<file path="config.mk">
export PLATFORM = sky130hd
export DESIGN_NAME = timer_array_flat
export DESIGN_NICKNAME = d
export VERILOG_FILES = /design/src/rtl/timer_array_if.sv /design/src/rtl/timer_array.sv /design/src/flat_wrapper.sv
export SDC_FILE = /design/constraint.sdc
export NUM_CORES = 1
export LEC_CHECK = 0
export BUFFER_PORTS_ARGS = -buffer_cell sky130_fd_sc_hd__buf_2
export CORE_ASPECT_RATIO = 0.8
export CORE_MARGIN = 2
export CORE_UTILIZATION = 60
export DETAILED_ROUTE_END_ITERATION = 6
export GPL_ROUTABILITY_DRIVEN = 0
export PLACE_DENSITY = 0.88
export SYNTH_ARGS = -nofsm -noshare
export SYNTH_HDL_FRONTEND = slang
export SYNTH_SLANG_ARGS = --single-unit
</file>
<file path="constraint.sdc">
create_clock -name CLK_I -period 7.8 [get_ports CLK_I]
set_input_delay 1.56 -clock CLK_I [delete_from_list [all_inputs] [get_ports CLK_I]]
set_output_delay 1.56 -clock CLK_I [all_outputs]
set_load 0.005 [all_outputs]
</file>
<file path="src/rtl/timer_array_if.sv">
// Register bus of the timer array: word-addressed writes, combinational read-back
// and the interrupt outputs.
interface timer_array_if #(
  parameter int N_CH = 2
);
  logic [5:2]      ADD_I;
  logic            WE_I;
  logic [31:0]     DAT_I;
  logic [31:0]     DAT_O;
  logic            IRQ;
  logic [N_CH-1:0] IRQ_VEC;

  modport master (output ADD_I, WE_I, DAT_I, input  DAT_O, IRQ, IRQ_VEC);
  modport slave  (input  ADD_I, WE_I, DAT_I, output DAT_O, IRQ, IRQ_VEC);
endinterface

</file>
<file path="src/rtl/timer_array.sv">
// Array of independent down-counting timers with per-channel prescaler,
// one-shot/auto-reload modes and sticky, maskable interrupt flags.
module timer_array #(
  parameter int N_CH  = 2,
  parameter int CNT_W = 32,
  parameter int PRE_W = 8
) (
  input  logic          CLK_I,
  input  logic          RST_I,
  timer_array_if.slave  bus
);

  typedef enum logic [1:0] {
    SEL_CTRL   = 2'd0,
    SEL_PRESET = 2'd1,
    SEL_COUNT  = 2'd2,
    SEL_STATUS = 2'd3
  } sel_e;

  localparam logic [1:0]       MODE_RELOAD = 2'b01;
  localparam logic [CNT_W-1:0] CNT_ONE     = CNT_W'(1);

  typedef struct packed {
    logic             en;
    logic [1:0]       mode;
    logic             im;
    logic [PRE_W-1:0] pre;
    logic [CNT_W-1:0] preset;
    logic [CNT_W-1:0] count;
    logic [PRE_W-1:0] presc;
    logic             pend;
  } chan_t;

  chan_t [N_CH-1:0] ch_q, ch_d;
  logic  [N_CH-1:0] tick;
  logic  [N_CH-1:0] wr_hit;
  logic  [N_CH-1:0] irq_vec;
  logic  [31:0]     rd_data;
  logic  [1:0]      ch_idx;
  sel_e             sel;
  logic             ch_valid;

  assign ch_idx   = bus.ADD_I[5:4];
  assign sel      = sel_e'(bus.ADD_I[3:2]);
  assign ch_valid = ({30'd0, ch_idx} < 32'(N_CH));

  always_comb begin
    tick   = '0;
    wr_hit = '0;
    for (int i = 0; i < N_CH; i++) begin
      tick[i]   = ch_q[i].en && (ch_q[i].presc == ch_q[i].pre);
      wr_hit[i] = bus.WE_I && ch_valid && (ch_idx == 2'(i));
    end
  end

  // NOTE: every output of a combinational block is given a default first, so
  // no path through the ifs below can leave a value held (no latch).
  always_comb begin
    ch_d = ch_q;
    for (int i = 0; i < N_CH; i++) begin
      ch_d[i].presc = (!ch_q[i].en || tick[i]) ? '0 : ch_q[i].presc + PRE_W'(1);

      if (bus.WE_I && ch_valid && (sel == SEL_STATUS) && bus.DAT_I[i])
        ch_d[i].pend = 1'b0;

      // A PRESET write in the same cycle suppresses the tick entirely.
      if (tick[i] && !(wr_hit[i] && (sel == SEL_PRESET))) begin
        if (ch_q[i].count > CNT_ONE) begin
          ch_d[i].count = ch_q[i].count - CNT_ONE;
        end else if (ch_q[i].count == CNT_ONE) begin
          ch_d[i].pend = 1'b1;
          if (ch_q[i].mode == MODE_RELOAD) begin
            ch_d[i].count = ch_q[i].preset;
          end else begin
            ch_d[i].count = '0;
            ch_d[i].en    = 1'b0;
          end
        end
      end

      if (wr_hit[i] && (sel == SEL_CTRL)) begin
        ch_d[i].en   = bus.DAT_I[0];
        ch_d[i].mode = bus.DAT_I[2:1];
        ch_d[i].im   = bus.DAT_I[3];
        ch_d[i].pre  = bus.DAT_I[8 +: PRE_W];
      end

      if (wr_hit[i] && (sel == SEL_PRESET)) begin
        ch_d[i].preset = bus.DAT_I[CNT_W-1:0];
        ch_d[i].count  = bus.DAT_I[CNT_W-1:0];
        ch_d[i].presc  = '0;
      end
    end
  end

  // NOTE: state registers use non-blocking assignments so every flop samples
  // the pre-edge value of every other flop.
  // NOTE: the channel array is a handful of flops rather than a RAM, so it is
  // cleared as a whole by the asynchronous reset.
  always_ff @(posedge CLK_I or posedge RST_I) begin
    if (RST_I) ch_q <= '0;
    else       ch_q <= ch_d;
  end

  always_comb begin
    rd_data = '0;
    for (int i = 0; i < N_CH; i++) begin
      if (ch_valid && (ch_idx == 2'(i))) begin
        case (sel)
          SEL_CTRL: begin
            rd_data[0]          = ch_q[i].en;
            rd_data[2:1]        = ch_q[i].mode;
            rd_data[3]          = ch_q[i].im;
            rd_data[8 +: PRE_W] = ch_q[i].pre;
          end
          SEL_PRESET: rd_data[CNT_W-1:0] = ch_q[i].preset;
          SEL_COUNT:  rd_data[CNT_W-1:0] = ch_q[i].count;
          default:    ;
        endcase
      end
    end
    if (ch_valid && (sel == SEL_STATUS)) begin
      for (int j = 0; j < N_CH; j++) rd_data[j] = ch_q[j].pend;
    end
  end

  always_comb begin
    irq_vec = '0;
    for (int i = 0; i < N_CH; i++) irq_vec[i] = ch_q[i].pend & ch_q[i].im;
  end

  assign bus.DAT_O   = rd_data;
  assign bus.IRQ_VEC = irq_vec;
  assign bus.IRQ     = |irq_vec;

endmodule

</file>
<file path="src/flat_wrapper.sv">
// flat-port wrapper written by rule: the top's interface ports become plain ports
module timer_array_flat 
#(
  parameter int N_CH  = 2,
  parameter int CNT_W = 32,
  parameter int PRE_W = 8
)
  (CLK_I, RST_I, bus_ADD_I, bus_WE_I, bus_DAT_I, bus_DAT_O, bus_IRQ, bus_IRQ_VEC);
  timer_array_if #(.N_CH(N_CH)) bus_i ();
  input  logic CLK_I;
  input  logic RST_I;
  input wire logic [$bits(bus_i.ADD_I)-1:0] bus_ADD_I;
  input wire logic [$bits(bus_i.WE_I)-1:0] bus_WE_I;
  input wire logic [$bits(bus_i.DAT_I)-1:0] bus_DAT_I;
  output wire logic [$bits(bus_i.DAT_O)-1:0] bus_DAT_O;
  output wire logic [$bits(bus_i.IRQ)-1:0] bus_IRQ;
  output wire logic [$bits(bus_i.IRQ_VEC)-1:0] bus_IRQ_VEC;
  assign bus_i.ADD_I = bus_ADD_I;
  assign bus_i.WE_I = bus_WE_I;
  assign bus_i.DAT_I = bus_DAT_I;
  assign bus_DAT_O = bus_i.DAT_O;
  assign bus_IRQ = bus_i.IRQ;
  assign bus_IRQ_VEC = bus_i.IRQ_VEC;
  timer_array #(.N_CH(N_CH), .CNT_W(CNT_W), .PRE_W(PRE_W)) u_core (.CLK_I(CLK_I), .RST_I(RST_I), .bus(bus_i));
endmodule
</file>
* After elaboration in Yosys (flattened, before gate mapping)
Index checks and enable logic that the tools add are counted.
** Storage, ports and cells
- Output and inout port bits :: 35
- Logic and storage cells :: 118
- Input port bits :: 39
- Flip-flop bits (word level) :: 170
** Operators by class
- Muxes and demuxes :: 41
- Reduce and logical (&&, ||, !) cells :: 38
- $add $sub $neg :: 4
- Equality and inequality tests :: 14
- Magnitude comparators :: 3
- Bitwise operators :: 2
** Operator list (number)
- $mux W32 :: 10
- $mux W40 :: 2
- $eq A32 B1 Y1 const B :: 2
- $gt A32 B1 Y1 const B :: 2
- $pmux W16 S2 :: 2
- $sub A32 B1 Y32 const B :: 2
- $pmux W8 S3 :: 2
- $mux W12 :: 2
- $pmux W4 S3 :: 2
- $logic_and A1 B1 Y1 :: 17
- $add A8 B1 Y8 const B :: 2
- $eq A8 B8 Y1 :: 2
- $mux W1 :: 16
- $mux W8 :: 2
- $pmux W4 S2 :: 2
- $reduce_bool A2 Y1 :: 6
- $eq A2 B1 Y1 const B :: 4
- $ne A2 B2 Y1 const B :: 4
- $reduce_and A4 Y1 :: 2
- $reduce_bool A3 Y1 :: 2
- $eq A2 B2 Y1 const B :: 2
- $logic_not A1 Y1 :: 4
- $logic_not A2 Y1 :: 2
- $reduce_and A2 Y1 :: 2
- 5 further kinds :: 7

* Depth between registers and ports, before layout
- Word-level depth :: 8
- Depth in mapped cells :: 11
- Depth with buffers taken out :: 8

* Least setup slack after synthesis
Ideal clock, no wire load.
- Path kind :: input -> output
- Start :: in bus_ADD_I[1]
- End :: out bus_DAT_O[20]
- Setup slack :: 3290 ps
- Stages :: 7
- Required time :: 6240 ps
- Data arrival time :: 2950 ps
- Path buffers :: 3
- Path through :: inv_1 ha_1 clkbuf_1 clkbuf_1 clkbuf_1 a22oi_1 o22ai_1
** Between the ends
- Cells in the longest elaborated chain, start to end :: 5
- Elaborated cells between the ends (all ways) :: 6
- Classes of those cells :: eq/ne: 2; mux: 4
** RTL lines
- start: declaration :: line flat_wrapper.sv:12 : input wire logic [$bits(bus_i.ADD_I)-1:0] bus_ADD_I;
- $eq A2 B2 Y1 or $eq A2 B1 Y1 (tied branches) :: line timer_array.sv:109 : case (sel)
- $pmux W16 S2 :: line timer_array.sv:109
- $mux W32 :: line timer_array.sv:108 : if (ch_valid && (ch_idx == 2'(i))) begin
- $pmux W16 S2 :: line timer_array.sv:109
- $mux W32 * :: line timer_array.sv:108
- end: declaration :: line flat_wrapper.sv:15 : output wire logic [$bits(bus_i.DAT_O)-1:0] bus_DAT_O;
Every way passes the cells marked *; elsewhere a longest branch is shown, timed or not.

* Worst setup path after layout
- Start :: in bus_ADD_I[1]
- End :: out bus_DAT_O[11]
** Between the ends
- Cells in the longest elaborated chain, start to end :: 5
- Elaborated cells between the ends (all ways) :: 7
- Classes of those cells :: eq/ne: 2; mux: 4; reduce/logical: 1
** RTL lines (line)
- $eq A2 B2 Y1 (tied with other cells) :: timer_array.sv:109
- $pmux W8 S3 :: timer_array.sv:109
- $mux W32 :: timer_array.sv:108
- $pmux W8 S3 :: timer_array.sv:109
- $mux W32 * :: timer_array.sv:108
Marked as above.

==> results.py <==
metrics = {
    "layout": {
        "final_cell_mix": "nand2_1, dfrtp_1, buf_2",
        "fillers": 1264,
        "diodes": 0,
        "final_common_cell": "nand2_1",
        "largest_reg_flops": 170,
        "area_delta_synth_final_pct": 8.60,
        "drive_gt1_frac": 0.135,
        "top_regs": "u_core.ch_q: 170 flops",
        "regMostFlops": "u_core.ch_q",
        "nets": 1227,
    },
    "critical_path": {
        "required_ps": 6240,
        "crit_family": "buffers and inverters",
        "max_stage_delay_ps": 580,
        "endpoint_kind": "output pin",
        "crit_fanout": 67,
        "crit_type": "input port to output pin",
        "cpMostUsedCell": "buf_2",
        "path_buf_inv": 4,
        "worstSetupStartpointType": "input port",
        "crit_arrival_ps": 3490,
        "cp_cell_sequence": "buf_2 -> inv_1 -> ha_2 -> buf_4 -> a222oi_1 -> nor2b_1 -> a211oi_1 -> buf_2",
        "cp_slowest_cell": "buf_4",
    },
    "timing": {
        "slew_headroom": 0.164,
        "tightest_slew_ps": 1240,
        "finalHoldViolCount": 0,
        "setup_viol": 0,
        "tns_ps": 0,
        "setup_slack_ps": 2750,
        "slew_viol_final": 0,
        "skew_ps": 6.40,
        "min_period_over_period": 0.648,
        "rsz0062_at_grt": "false",
        "period_needed_ps": 5050,
        "fmax_mhz": 198,
    },
    "global_routing": {
        "overflow": 0,
        "grt_usage": 0.378,
        "grt_pass1_wl_mm": 52.8,
        "grt_pass1_vias": 9364,
        "grt_max_degree": 94,
        "antenna_found_initial": 0,
    },
    "yosys": {
        "synth-seq-cells": 170,
        "ys_seq_area_frac": 0.414,
        "syn_area_sq_mm": 0.0103,
        "syn_inst": 1169,
        "synth_nets": 1219,
        "synth_edf_count": 0,
        "synth_area_per_cell_sq_um": 8.80,
        "ys_types": 73,
        "yosys_most_used_dff": "dfrtp_1",
        "yosysWarnings": 0,
        "async_flop_share": 1.00,
    },
    "die": {
        "die_h_um": 121,
        "chipWidth_um": 150,
        "die_area_sq_mm": 0.0182,
        "io_pins": 74,
        "start_util": 0.617,
        "core-area_sq_mm": 0.0167,
        "rows": 42,
    },
    "run_status": {
        "violations": "DRC",
        "status": "finished with violations",
    },
    "route": {
        "drtPass1Iterations": 7,
        "wire_per_inst_um": 23.9,
        "via_count": 10400,
        "drc": 24,
        "wl_mm": 33.8,
        "initialDrtViolationCount": 2240,
        "viasPerCell": 7.35,
        "antenna_left": 0,
    },
    "clock_tree": {
        "cts_num_sinks": 170,
        "cts_resized": 0,
        "hold_buffers": 0,
        "root_buffer": "clkbuf_16",
        "cts_buffers": 17,
        "cts_setup_buffers": 0,
        "tritoncts": "yes",
        "cts_max_path_buffers": 2,
        "clk_latency_ps": 430,
        "cts.htree.levels": 4,
        "clk_pin_slew_ps": 60,
    },
    "placement": {
        "portBuffers": 73,
        "hpwl_mm": 23.0,
        "dp_slack_ps": 2830,
    },
    "power": {
        "ir_worst_vdd_v": 0.000189,
        "pwr_density_cell_mw_per_mm2": 313,
        "leakage_nw": 4.96,
    },
    "run": {
        "drv_cap": 0,
    },
    "worst_hold_path": {
        "min_path_type": "flop to flop",
    },
}
==> synth_stat cells (23+ instances only) <==
library cell	n	area share
nor2_1	61	0.022
a22oi_1	64	0.047
a222oi_1	29	0.028
clkbuf_1	75	0.027
nand2_1	218	0.080
o22ai_1	30	0.018
o21ai_0	40	0.019
nor3_1	30	0.015
dfrtp_1	170	0.41
nand3_1	42	0.020
nor4_1	23	0.014
xor2_1	49	0.042
==> logic make-up after synthesis <==
logic type	count (synthesis)	share of synthesized area
mux	24	0.0260
compound gates	291	0.209
flops	170	0.414
xor+xnor	66	0.0562
buf+inv	117	0.0498
fa+ha+maj	11	0.0134
simple gates	490	0.232
==> final cells by class <==
type                       count  area (sq um)  area share
multi-input combinational    882          5550       0.497
tap                          220           275      0.0246
clock inverter                 8          61.3     0.00549
inverter                      22          87.6     0.00784
sequential                   170          4250       0.381
clock buffer                  24           492      0.0440
timing repair buffer          84           448      0.0401
==> stage by stage <==
step                      instances  area (sq um)  utilization  hold WS (ps)  total power [mW]
final                          1410         11200        0.670           510              3.50
after global routing           1410         11200        0.670           536              3.65
after CTS                      1410         11200        0.670           509              3.42
after detailed placement       1378         10600        0.637           494              2.62
after global placement         1378         10600        0.637           482              2.57
after floorplan                1169         10300            -           458              2.29
==> where the power goes <==
| group | internal, mW | leakage [nW] | switching (mW) | total (mW) |
|---|---|---|---|---|
| registers | 1.13 | 2.15 | 0.442 | 1.57 |
| logic | 0.471 | 2.54 | 0.645 | 1.12 |
| clock network | 0.444 | 0.271 | 0.364 | 0.808 |
==> path summary, 6_finish.rpt <==
check	start	to	slack, ps	cells after the start
min in group asynchronous	RST_I	u_core.ch_q[94]	1310	2
setup reg to reg	u_core.ch_q[34]	u_core.ch_q[30]	4290	6
max in group asynchronous	RST_I	u_core.ch_q[93]	4950	3
hold / removal	u_core.ch_q[0]	u_core.ch_q[0]	510	2
hold reg to reg	u_core.ch_q[0]	u_core.ch_q[0]	510	2
setup / recovery	bus_ADD_I[1]	bus_DAT_O[11]	2750	8
==> routing by layer <==
metal,vias up,GRT usage,routed length (um)
met5,-,0,0
li1,4366,-,-
met2,964,0.552,14700
met4,0,0.141,1530
met1,4860,0.521,12400
met3,174,0.129,5130
==> tightest hold or removal path, stage by stage (launching register included) <==
cell	delay, ps
dfrtp_1	370
nand2_1	60
nand2_1	50
(Power assumes the default switching activity.)
